$ cat src/rtl/config.sv
// Shared mesh configuration: node counts, node-ID width and the packet
// format carried between traffic generators, interfaces and routers.
package config_pkg;

    localparam int X_NODES   = 4;
    localparam int Y_NODES   = 4;
    localparam int NODES     = X_NODES * Y_NODES;
    localparam int ID_W      = (NODES > 1) ? $clog2(NODES) : 1;
    localparam int TS_W      = 16;
    localparam int PAYLOAD_W = 16;

    typedef struct packed {
        logic [ID_W-1:0]      src;
        logic [ID_W-1:0]      dest;
        logic [TS_W-1:0]      timestamp;
        logic [PAYLOAD_W-1:0] payload;
    } packet_t;

    localparam int PKT_W = $bits(packet_t);

endpackage

$ cat src/rtl/sync_fifo.sv
// Single-clock FIFO holding the injection queue of one node.
// Ports: clk, reset (sync, active-high), push/wr_data, pop, head, full, empty.
module sync_fifo #(
    parameter int WIDTH = 8,
    parameter int DEPTH = 4
) (
    input  logic             clk,
    input  logic             reset,
    input  logic             push,
    input  logic [WIDTH-1:0] wr_data,
    input  logic             pop,
    output logic [WIDTH-1:0] head,
    output logic             full,
    output logic             empty
);

    localparam int AW = (DEPTH > 1) ? $clog2(DEPTH) : 1;
    localparam logic [AW:0] FULL_CNT = (AW + 1)'(DEPTH);

    logic [WIDTH-1:0] mem [DEPTH];
    logic [AW-1:0]    wr_ptr;
    logic [AW-1:0]    rd_ptr;
    logic [AW:0]      count;
    logic             do_push;
    logic             do_pop;

    // Occupancy comes from registers only, so a pop never frees a slot
    // for a push in the same cycle.
    assign full    = (count == FULL_CNT);
    assign empty   = (count == '0);
    assign do_push = push && !full;
    assign do_pop  = pop && !empty;
    assign head    = mem[rd_ptr];

    always_ff @(posedge clk) begin
        if (do_push) begin
            mem[wr_ptr] <= wr_data;
        end
    end

    always_ff @(posedge clk) begin
        if (reset) begin
            wr_ptr <= '0;
            rd_ptr <= '0;
            count  <= '0;
        end else begin
            if (do_push) begin
                wr_ptr <= wr_ptr + 1'b1;
            end
            if (do_pop) begin
                rd_ptr <= rd_ptr + 1'b1;
            end
            case ({do_push, do_pop})
                2'b10:   count <= count + 1'b1;
                2'b01:   count <= count - 1'b1;
                default: count <= count;
            endcase
        end
    end

endmodule

$ cat src/rtl/node_interface.sv
// Network interface of one mesh node: stamps and queues generator packets
// for injection, and counts / times / checks packets ejected to this node.
// Ports: gen_* (generator side), net_* (router local input), ej_* (router
// local output), tx_count/rx_count/lat_sum statistics, err_dest sticky flag.
module node_interface
    import config_pkg::*;
#(
    parameter int NODE_ID = 0,
    parameter int DEPTH   = 4
) (
    input  logic        clk,
    input  logic        reset,
    input  packet_t     gen_data,
    input  logic        gen_val,
    output logic        gen_rdy,
    output packet_t     net_data,
    output logic        net_val,
    input  logic        net_en,
    input  packet_t     ej_data,
    input  logic        ej_val,
    output logic [15:0] tx_count,
    output logic [15:0] rx_count,
    output logic [31:0] lat_sum,
    output logic        err_dest
);

    localparam logic [ID_W-1:0] MY_ID = ID_W'(NODE_ID);

    logic [TS_W-1:0]  cycle;
    logic             fifo_full;
    logic             fifo_empty;
    logic [PKT_W-1:0] fifo_head;
    logic             push;
    logic             pop;
    packet_t          stamped;
    logic [TS_W-1:0]  latency;
    logic [32:0]      lat_next;
    logic             unused_fields;

    // Fields replaced by stamping or never inspected on ejection.
    assign unused_fields = ^{gen_data.src, gen_data.timestamp,
                             ej_data.src, ej_data.payload};

    // Held low during reset so nothing is queued while state is cleared.
    assign gen_rdy = !fifo_full && !reset;
    assign push    = gen_val && gen_rdy;
    assign net_val = !fifo_empty;
    assign pop     = net_val && net_en;

    always_comb begin
        stamped           = gen_data;
        stamped.src       = MY_ID;
        stamped.timestamp = cycle;
    end

    assign net_data = fifo_empty ? '0 : packet_t'(fifo_head);

    sync_fifo #(
        .WIDTH(PKT_W),
        .DEPTH(DEPTH)
    ) u_inj_fifo (
        .clk    (clk),
        .reset  (reset),
        .push   (push),
        .wr_data(stamped),
        .pop    (pop),
        .head   (fifo_head),
        .full   (fifo_full),
        .empty  (fifo_empty)
    );

    // Modulo-2^16 difference tolerates one wrap of the cycle counter.
    assign latency  = cycle - ej_data.timestamp;
    assign lat_next = {1'b0, lat_sum} + {17'b0, latency};

    always_ff @(posedge clk) begin
        if (reset) begin
            cycle    <= '0;
            tx_count <= '0;
            rx_count <= '0;
            lat_sum  <= '0;
            err_dest <= 1'b0;
        end else begin
            cycle <= cycle + 1'b1;
            if (pop && (tx_count != 16'hFFFF)) begin
                tx_count <= tx_count + 1'b1;
            end
            if (ej_val) begin
                if (rx_count != 16'hFFFF) begin
                    rx_count <= rx_count + 1'b1;
                end
                lat_sum <= lat_next[32] ? 32'hFFFF_FFFF : lat_next[31:0];
                if (ej_data.dest != MY_ID) begin
                    err_dest <= 1'b1;
                end
            end
        end
    end

endmodule
$ cat config.mk
export PLATFORM = sky130hd
export DESIGN_NAME = node_interface
export DESIGN_NICKNAME = d
export VERILOG_FILES = /design/src/rtl/config.sv /design/src/rtl/sync_fifo.sv /design/src/rtl/node_interface.sv
export SDC_FILE = /design/constraint.sdc
export NUM_CORES = 1
export LEC_CHECK = 0
export ABC_AREA = 1
export CAP_MARGIN = 0
export CORE_UTILIZATION = 55
export CTS_BUF_LIST = sky130_fd_sc_hd__clkbuf_2 sky130_fd_sc_hd__clkbuf_4 sky130_fd_sc_hd__clkbuf_8
export DETAILED_ROUTE_END_ITERATION = 6
export PLACE_DENSITY = 0.88
export SLEW_MARGIN = 20
export SYNTH_ARGS = -nofsm -noshare
export SYNTH_HDL_FRONTEND = slang
export SYNTH_SLANG_ARGS = --single-unit
$ cat constraint.sdc
create_clock -name clk -period 4.65 [get_ports clk]
set_clock_uncertainty 0.15 [all_clocks]
set_input_delay 1.1625 -clock clk [delete_from_list [all_inputs] [get_ports clk]]
set_output_delay 1.1625 -clock clk [all_outputs]
set_load 0.02 [all_outputs]
---- After elaboration in Yosys (flattened, before gate mapping) ----
Memory sizes are Yosys's and may differ from the RTL's. A register that Yosys moved wholly into a read port is not among the register bits.
Cells that the tools add are included.
word-level totals
  bits in registers ....................... 88
  memory bits (writable) .................. 144
  bits of input ports ..................... 85
  output and inout port bits .............. 107
  memories ................................ 1
memories
  name            depth  width  read ports  clocked after memory_dff  write ports  line             source
  u_inj_fifo.mem  4      36     1           1                         1            sync_fifo.sv:20  logic [WIDTH-1:0] mem [DEPTH];
cells by class
  add/sub/neg operators ................... 9
  equality and inequality tests ........... 5
  muxes and demuxes ....................... 7
  reductions and logical operators ........ 14
operators by type and width
  kind                                                                   count
  16-bit by 1-bit adder with 16-bit output, second input constant        3
  40-bit 2-to-1 mux                                                      1
  32-bit by 16-bit adder with 33-bit output                              1
  32-bit 2-to-1 mux                                                      1
  16-bit inequality test, second input constant                          2
  16-bit subtractor                                                      1
  1-bit logical AND                                                      6
  3-bit one-hot mux with 2 select lines                                  1
  2-bit by 1-bit adder with 2-bit output, second input constant          2
  2-bit 2-to-1 mux                                                       2
  2-bit AND reduction                                                    2
  4-bit nonzero test                                                     1
  3-bit by 1-bit adder with 3-bit output, second input constant          1
  3-bit equality test, second input constant                             1
  1-bit logical NOT                                                      3
  3-bit logical NOT                                                      1
  3-bit by 1-bit subtractor with 3-bit output, second input constant     1
  2-bit by 1-bit equality test with 1-bit output, second input constant  1
  2-bit equality test, second input constant                             1
  1-bit 2-to-1 mux                                                       2
  2-bit nonzero test                                                     1

---- Logic depth before layout (Yosys ltp) ----
Gate-level depths: netlist of run 1.
  depth after elaboration ................. 7
  gate-level depth with buffers ........... 24
  depth with buffers taken out ............ 24

---- Hierarchy ----
From an unflattened synthesis of run 1, not the netlist that was laid out.
unflattened totals
  cell total of the unflattened synthesis .. 1515
  area, all modules ....................... 12903.6 µm²
modules (own cells, without submodules)
  module          instances  cells each  area each (µm²)  seq. area each (µm²)
  sync_fifo       1          457         6556.3           4984.8
  node_interface  1          1058        6347.3           1621.6

---- Worst setup path before layout of run 1 ----
OpenSTA, ideal clock, no wires.
  path kind ............................... input to register
  start point ............................. input reset
  end point ............................... memory u_inj_fifo.mem[0][0] (netlist bit) (enable)
  setup time .............................. 429 ps
  data arrival time ....................... 3639 ps
  required time ........................... 4071 ps
  path slack .............................. 431 ps
  stages .................................. 4
  buffers on the path ..................... 1
  cell sequence ........................... clkbuf_1 > a31oi_1 > nand2_1 > nor2_1
on the way
  word-level cells in the longest chain between the ends .. 6
ends and longest elaborated chain
  what                                    line                  source
  start: declaration                      node_interface.sv:12  input logic reset,
  1-bit logical NOT                       node_interface.sv:45  assign gen_rdy = !fifo_full && !reset;
  1-bit logical AND                       node_interface.sv:45
  via gen_rdy                             node_interface.sv:15  output logic gen_rdy,
  1-bit logical AND                       node_interface.sv:46  assign push = gen_val && gen_rdy;
  1-bit logical AND                       sync_fifo.sv:31       assign do_push = push && !full;
  1-bit 2-to-1 mux                        sync_fifo.sv:36       if (do_push) begin
  1-bit 2-to-1 mux (not written as such)  sync_fifo.sv:37       mem[wr_ptr] <= wr_data;
  end: declaration                        sync_fifo.sv:20
The timed path passes the listed nets, and every way through them passes these cells.

---- Worst setup path after layout of run 1 ----
  start point ............................. input ej_data[21] (netlist bit)
  end point ............................... register lat_sum[22]
on the way
  word-level cells in the longest chain between the ends .. 3
ends and longest elaborated chain
  what                                       line                  source
  start: declaration                         node_interface.sv:19  input packet_t ej_data,
  16-bit subtractor                          node_interface.sv:73  assign latency = cycle - ej_data.timestamp;
  32-bit by 16-bit adder with 33-bit output  node_interface.sv:74  assign lat_next = {1'b0, lat_sum} + {17'b0, latency};
  32-bit 2-to-1 mux                          node_interface.sv:92  lat_sum <= lat_next[32] ? 32'hFFFF_FFFF : lat_next[31:0];
  end signal: assignment                     node_interface.sv:92
  end: declaration                           node_interface.sv:23  output logic [31:0] lat_sum,
Every way passes these cells.
A chain may end at the register's enable or synchronous reset.

==> results.toml, run 1 <==
[status]
outcome = "finished, final reports clean"

[power]
p_sw_uw = 2070
p_int_uw = 4020
combPwrFrac_pct = 31.6
peakVddDrop_uv = 253
seqPwrFrac_pct = 39.5
leakage_uw = 0.00590
power_density_mw_per_mm2 = 412
pwr-share-clk_pct = 29.0
swShare_pct = 34.0

[route]
drt-total-wl_um = 29100
route.detailed.drc = 0
ant_nets = 0
first_pass_iters = 5
drt_iter0_drc = 574
avgRoutedWirePerCell_um = 14.9
via_count = 10400
via_per_inst = 5.34

[global_route]
grtUsageMet1_pct = 28.6
overflow = 0
top_usage_layer = "met2"
grt_pass1_vias = 10200
grtUsageMet2_pct = 47.2
use_met3_pct = 5.30
grt_start_max_net_pins = 53
grt_usage_pct = 26.1
grt_pass1_wl_um = 46300
antenna_found_initial = 0

[layout]
final_common_cell = "nor2_1"
layout_common_cells = "271 x nor2_1, 248 x nand2_1, 159 x inv_1"
fin_cells = 1951
final_nets = 1775
utilization_pct = 69.7
area_growth_pct = 23.2
fillers = 1586
drive_gt1_share_pct = 9.13

[die]
start_util_pct = 56.6
core_mm2 = 0.0212
die_h_um = 150
rows = 53
io_pins = 192
die_w_um = 150
die-area_mm2 = 0.0224

[clock_network]
post_cts_buffers = 0
insertion_delay_ns = 0.55
post_cts_resized = 0
cts_buffer_depth = 3
cts_hold_buffers = 0
clock-root-buffer = "clkbuf_8"
tritoncts = "built"
tritoncts_num_sinks = 234
clk_pin_slew_ns = 0.06
htreeDepth = 2
numCtsBuffers = 37

[sta]
setup_tns_ns = 0
finalCriticalPeriod_ns = 4.34
worst_pin_slew_ns = 0.969
final_max_slew_viol_count = 0
relSlewSlack_pct = 35.4
setup_viol = 0
fmax_mhz = 230
rsz0062_at_grt = "false"
hold_violations = 0
finalCritPeriodShare_pct = 93.3
holdWs_ns = 0.320
fin_ws_ns = 0.310

[logic_synthesis]
synth_cell_type_count = 43
ys_ff_latch = 234
synth_seq_area_share_pct = 51.0
synth_top_area_share_pct = 36.0
yosysTopAreaCell = "edfxtp_1"
synth_edf_count = 144
yosys_warnings = 0
synthFlopType = "edfxtp_1"
syn_area_per_cell_um2 = 8.26
synthTopCellsByArea = "edfxtp_1 36%, dfxtp_1 15%, nor2_1 8.6%"
async_flop_share_pct = 0
synth_area_mm2 = 0.0120
syn-instance-count = 1454

[place]
post-place-ws_ns = -0.191
port-buffer-count = 147
dp_hpwl_um = 19800
placedCellCount = 1882
gp_congestion = 0.923

[critical_path]
cp_top_family = "simple AND/OR/NAND/NOR gates"
path_class = "in2reg"
cpPeakStageDelay_ns = 0.45
critPathArrivalTime_ns = 4.60
path_buf_inv = 3
crit_slowest_cell = "clkdlybuf4s50_1"
crit_path_frequent_cell = "nand2_1"
crit_required_ns = 4.91
cp-end-kind = "flop"
start_kind = "input port"
path_cells = "clkdlybuf4s50_1 -> inv_1 -> ha_1 -> a21oi_1 -> a21boi_0 -> o21ai_0 -> nand2_1 -> nand2_1 -> xor2_1 -> ha_1 -> nand2_2 -> buf_4 -> nor2_1 -> nand2_1 -> nor2_1 -> nand2_1 -> nand3_1 -> a21oi_1 -> nor2_1 -> nor2_2"
crit_path_max_fanout = 4

[min_path]
min_path_type = "reg2reg"

[run]
maxCapViolCount = 0
-- cells in the mapped netlist (2+ instances only) --
library cell,count
buf_1,5
fa_1,3
buf_2,3
xor2_1,28
nor2_2,4
nor2_1,275
nand3b_1,2
nand2_1,248
nand4_1,11
nor3_1,34
xnor2_1,14
inv_2,5
a21boi_0,2
and2_1,3
a31oi_1,10
a21oi_1,114
inv_1,159
a21o_1,2
dfxtp_1,90
o21ai_0,123
nor3_2,2
nor4_1,4
clkinv_1,2
buf_6,3
buf_4,4
ha_1,41
edfxtp_1,144
nor2_4,2
nand3_1,61
clkbuf_1,33
nand2_2,10
or2_2,2
-- power by group through the flow --
| stage | Combinational, uW | Sequential [uW] | Clock, uW |
|---|---|---|---|
| floorplan | 1120 | 2430 | 0 |
| global placement | 1860 | 2440 | 0 |
| detailed placement | 1920 | 2450 | 0 |
| CTS | 1930 | 2410 | 1790 |
| global route | 2090 | 2420 | 1870 |
| finish | 1930 | 2400 | 1760 |
-- kinds of logic (layout without fill, tap and decap cells) --
group / Yosys count / after routing / synth area share, %
buffers and inverters: 214 / 432 / 7.03
adders and majority gates: 44 / 44 / 4.77
other: 1 / 5 / 0.0312
AOI/OAI and AO/OA: 256 / 256 / 11.0
and+or+nand+nor: 663 / 663 / 23.1
DFF: 234 / 234 / 51.0
xor gates and xnor gates: 42 / 42 / 3.06
-- path summary, 6_finish.rpt --
| check | start | to | slack [ns] | cells after the start |
|---|---|---|---|---|
| setup / recovery | ej_data[21] | lat_sum[22]$_SDFFE_PP0P_ | 0.31 | 20 |
| hold reg to reg | err_dest$_SDFFE_PP0P_ | err_dest$_SDFFE_PP0P_ | 0.32 | 2 |
| hold / removal | err_dest$_SDFFE_PP0P_ | err_dest$_SDFFE_PP0P_ | 0.32 | 2 |
| setup reg to reg | cycle[0]$_SDFF_PP0_ | lat_sum[10]$_SDFFE_PP0P_ | 0.86 | 21 |
-- state kept, by name, summed over array words and instances (netlist names), named ones only --
signal / cells
cycle: 16
err_dest: 1
lat_sum: 32
rx_count: 16
tx_count: 16
u_inj_fifo.count: 3
u_inj_fifo.mem: 144
u_inj_fifo.rd_ptr: 2
u_inj_fifo.wr_ptr: 2
-- routing by layer --
metal  vias up  wire length, um
li1       5182                -
met1      4757            10900
met2       382            14800
met3        92             2280
met4         0             1180
met5         -                0
-- worst register-to-register path, delay by kind of cell, from the launching register on --
family	cells	cell delay, ns
adder cells (fa/ha/maj)	3	0.87
AND/OR/NAND/NOR	8	0.78
AO/OA/AOI/OAI	4	0.73
buffers and inverters	5	0.45
flip-flops	1	0.42
XOR/XNOR	1	0.27
-- area by class of cell --
cell class / instances / area, um^2 / area share (%)
Clock inverter: 11 / 75.1 / 0.508
Sequential cell: 234 / 6130 / 41.4
Timing Repair Buffer: 198 / 1850 / 12.5
Antenna cell: 1 / 2.50 / 0.0169
Tap cell: 275 / 344 / 2.33
Inverter: 166 / 623 / 4.21
Multi-Input combinational cell: 1009 / 5080 / 34.4
Clock buffer: 57 / 684 / 4.63
-- metrics by stage --
stage / cell area, um^2 / power [uW]
floorplan: 12000 / 3550
global placement: 14000 / 4310
detailed placement: 14000 / 4360
CTS: 14800 / 6120
global route: 14800 / 6370
finish: 14800 / 6090
No activity file was read; power rests on OpenSTA's default activity.
==> inputs of run 2 (changes only) <==
- clock period: 4.65 -> 4.6 ns (I/O delays scaled with it)
==> run 2 against run 1 <==
Total power grew 4.1%. Setup slack improved by 0.024 ns. Cell count increased by 0.46%. Sequential share of layout area shrank 0.33 points. Routed wire length grew 1.3%. Utilization increased by 0.57 points. Flip-flop and latch count unchanged. Final area rose by 0.81%. Die area unchanged.
==> results.toml, run 2 (synthesis gave the netlist of run 1 again) <==
[layout]
drive_gt1_share_pct = 9.38
layout_common_cells = "271 x nor2_1, 248 x nand2_1, 159 x inv_1"
area_growth_pct = 24.2
top_register = "u_inj_fifo.mem"
final_nets = 1783
largest_reg_flops = 144
reg_top3 = "u_inj_fifo.mem (144), lat_sum (32)"
fin_cells = 1960
fillers = 1575
final_common_cell = "nor2_1"

[global_route]
grt_pass1_wl_um = 46600
antenna_found_initial = 0
grt_pass1_vias = 10300
grt_start_max_net_pins = 46
grt_usage_pct = 26.4
overflow = 0

[clock_network]
insertion_delay_ns = 0.55
numCtsBuffers = 39
tritoncts_num_sinks = 234
cts_buffer_depth = 3
post_cts_buffers = 0
htreeDepth = 2
clk_pin_slew_ns = 0.06
tritoncts = "built"
clock-root-buffer = "clkbuf_8"

[die]
start_util_pct = 56.6
die_h_um = 150
rows = 53
core_mm2 = 0.0212
die-area_mm2 = 0.0224
die_w_um = 150
io_pins = 192

[sta]
setup_tns_ns = 0
rsz0062_at_grt = "false"
setup_viol = 0
fin_ws_ns = 0.334
worst_pin_slew_ns = 0.649
holdWs_ns = 0.307
fmax_mhz = 234
finalCritPeriodShare_pct = 92.7
final_max_slew_viol_count = 0
relSlewSlack_pct = 56.7
finalCriticalPeriod_ns = 4.27
hold_violations = 0

[route]
drt-total-wl_um = 29500
via_count = 10500
avgRoutedWirePerCell_um = 15.1
drt_iter0_drc = 634
via_per_inst = 5.37
route.detailed.drc = 0
ant_nets = 0
first_pass_iters = 5

[status]
outcome = "finished, final reports clean"

[power]
finalPower_uw = 6350
peakVddDrop_uv = 262
power_density_mw_per_mm2 = 426
leakage_uw = 0.00596

[min_path]
min_path_type = "reg2reg"

[critical_path]
critPathArrivalTime_ns = 4.50
crit_path_max_fanout = 4
cp-end-kind = "flop"
start_kind = "input port"
crit_required_ns = 4.83
path_class = "in2reg"

[place]
gp_congestion = 0.941
port-buffer-count = 147
placedCellCount = 1888
post-place-ws_ns = -0.245
dp_hpwl_um = 19700

[run]
maxCapViolCount = 0
[run 2: what timing repair did]
item,in CTS,in global routing
resized for setup,0,3
setup endpoints to repair,0,6
hold buffers,0,0
[run 2: layout make-up]
class	instances	area [um^2]	area share [%]
antenna	1	2.50	0.0168
tap	275	344	2.31
sequential	234	6130	41.1
multi-input combinational	1009	5080	34.1
timing repair buffer	204	1890	12.7
clock inverter	23	199	1.33
inverter	166	623	4.18
clock buffer	48	636	4.26
[run 2: final timing paths]
path / startpoint / end / slack (ns) / cells after the start
worst max register to register: cycle[0]$_SDFF_PP0_ / lat_sum[10]$_SDFFE_PP0P_ / 0.90 / 21
worst max-delay path: ej_data[21] / lat_sum[26]$_SDFFE_PP0P_ / 0.33 / 18
worst min register to register: err_dest$_SDFFE_PP0P_ / err_dest$_SDFFE_PP0P_ / 0.31 / 2
worst min-delay path: err_dest$_SDFFE_PP0P_ / err_dest$_SDFFE_PP0P_ / 0.31 / 2
[run 2: metal layers]
layer	GRT usage, %	share of wire, %	vias to the layer above
met3	5.52	7.5	87
met2	48.8	51	398
li1	-	-	5198
met5	0	0	-
met1	28.0	38	4837
met4	13.5	3.8	0
[run 2: through the flow]
stage	util (%)	area (um^2)
floorplan	-	12000
global placement	66.3	14100
detailed placement	66.3	14100
CTS	70.3	14900
global route	70.3	14900
finish	70.3	14900
[run 2: where the power goes]
| part | switching, uW | leakage (uW) | total, uW | internal [uW] |
|---|---|---|---|---|
| clock | 863 | 0.000437 | 1960 | 1100 |
| sequential | 70.5 | 0.00208 | 2400 | 2330 |
| combinational | 1210 | 0.00344 | 1990 | 784 |
[run 2: critical path, stage by stage]
cell and delay (ns):
clkdlybuf4s50_1 0.45, inv_1 0.05, ha_1 0.34, a21oi_1 0.21, a21boi_1 0.35, o21ai_1 0.13, buf_4 0.15, xor2_1 0.14
ha_1 0.34, nand2_1 0.15, nor2_1 0.26, nand3_1 0.12, nand3_1 0.15, nand2_1 0.07, nand2_1 0.16, a21oi_1 0.11
nor2_1 0.11, nor2_1 0.05
==> inputs of run 3 (changes only) <==
- SKIP_CTS_REPAIR_TIMING: default -> 1
==> results of run 3 <==
Same layout as run 2: the final DEF is identical, and so are final timing and power.
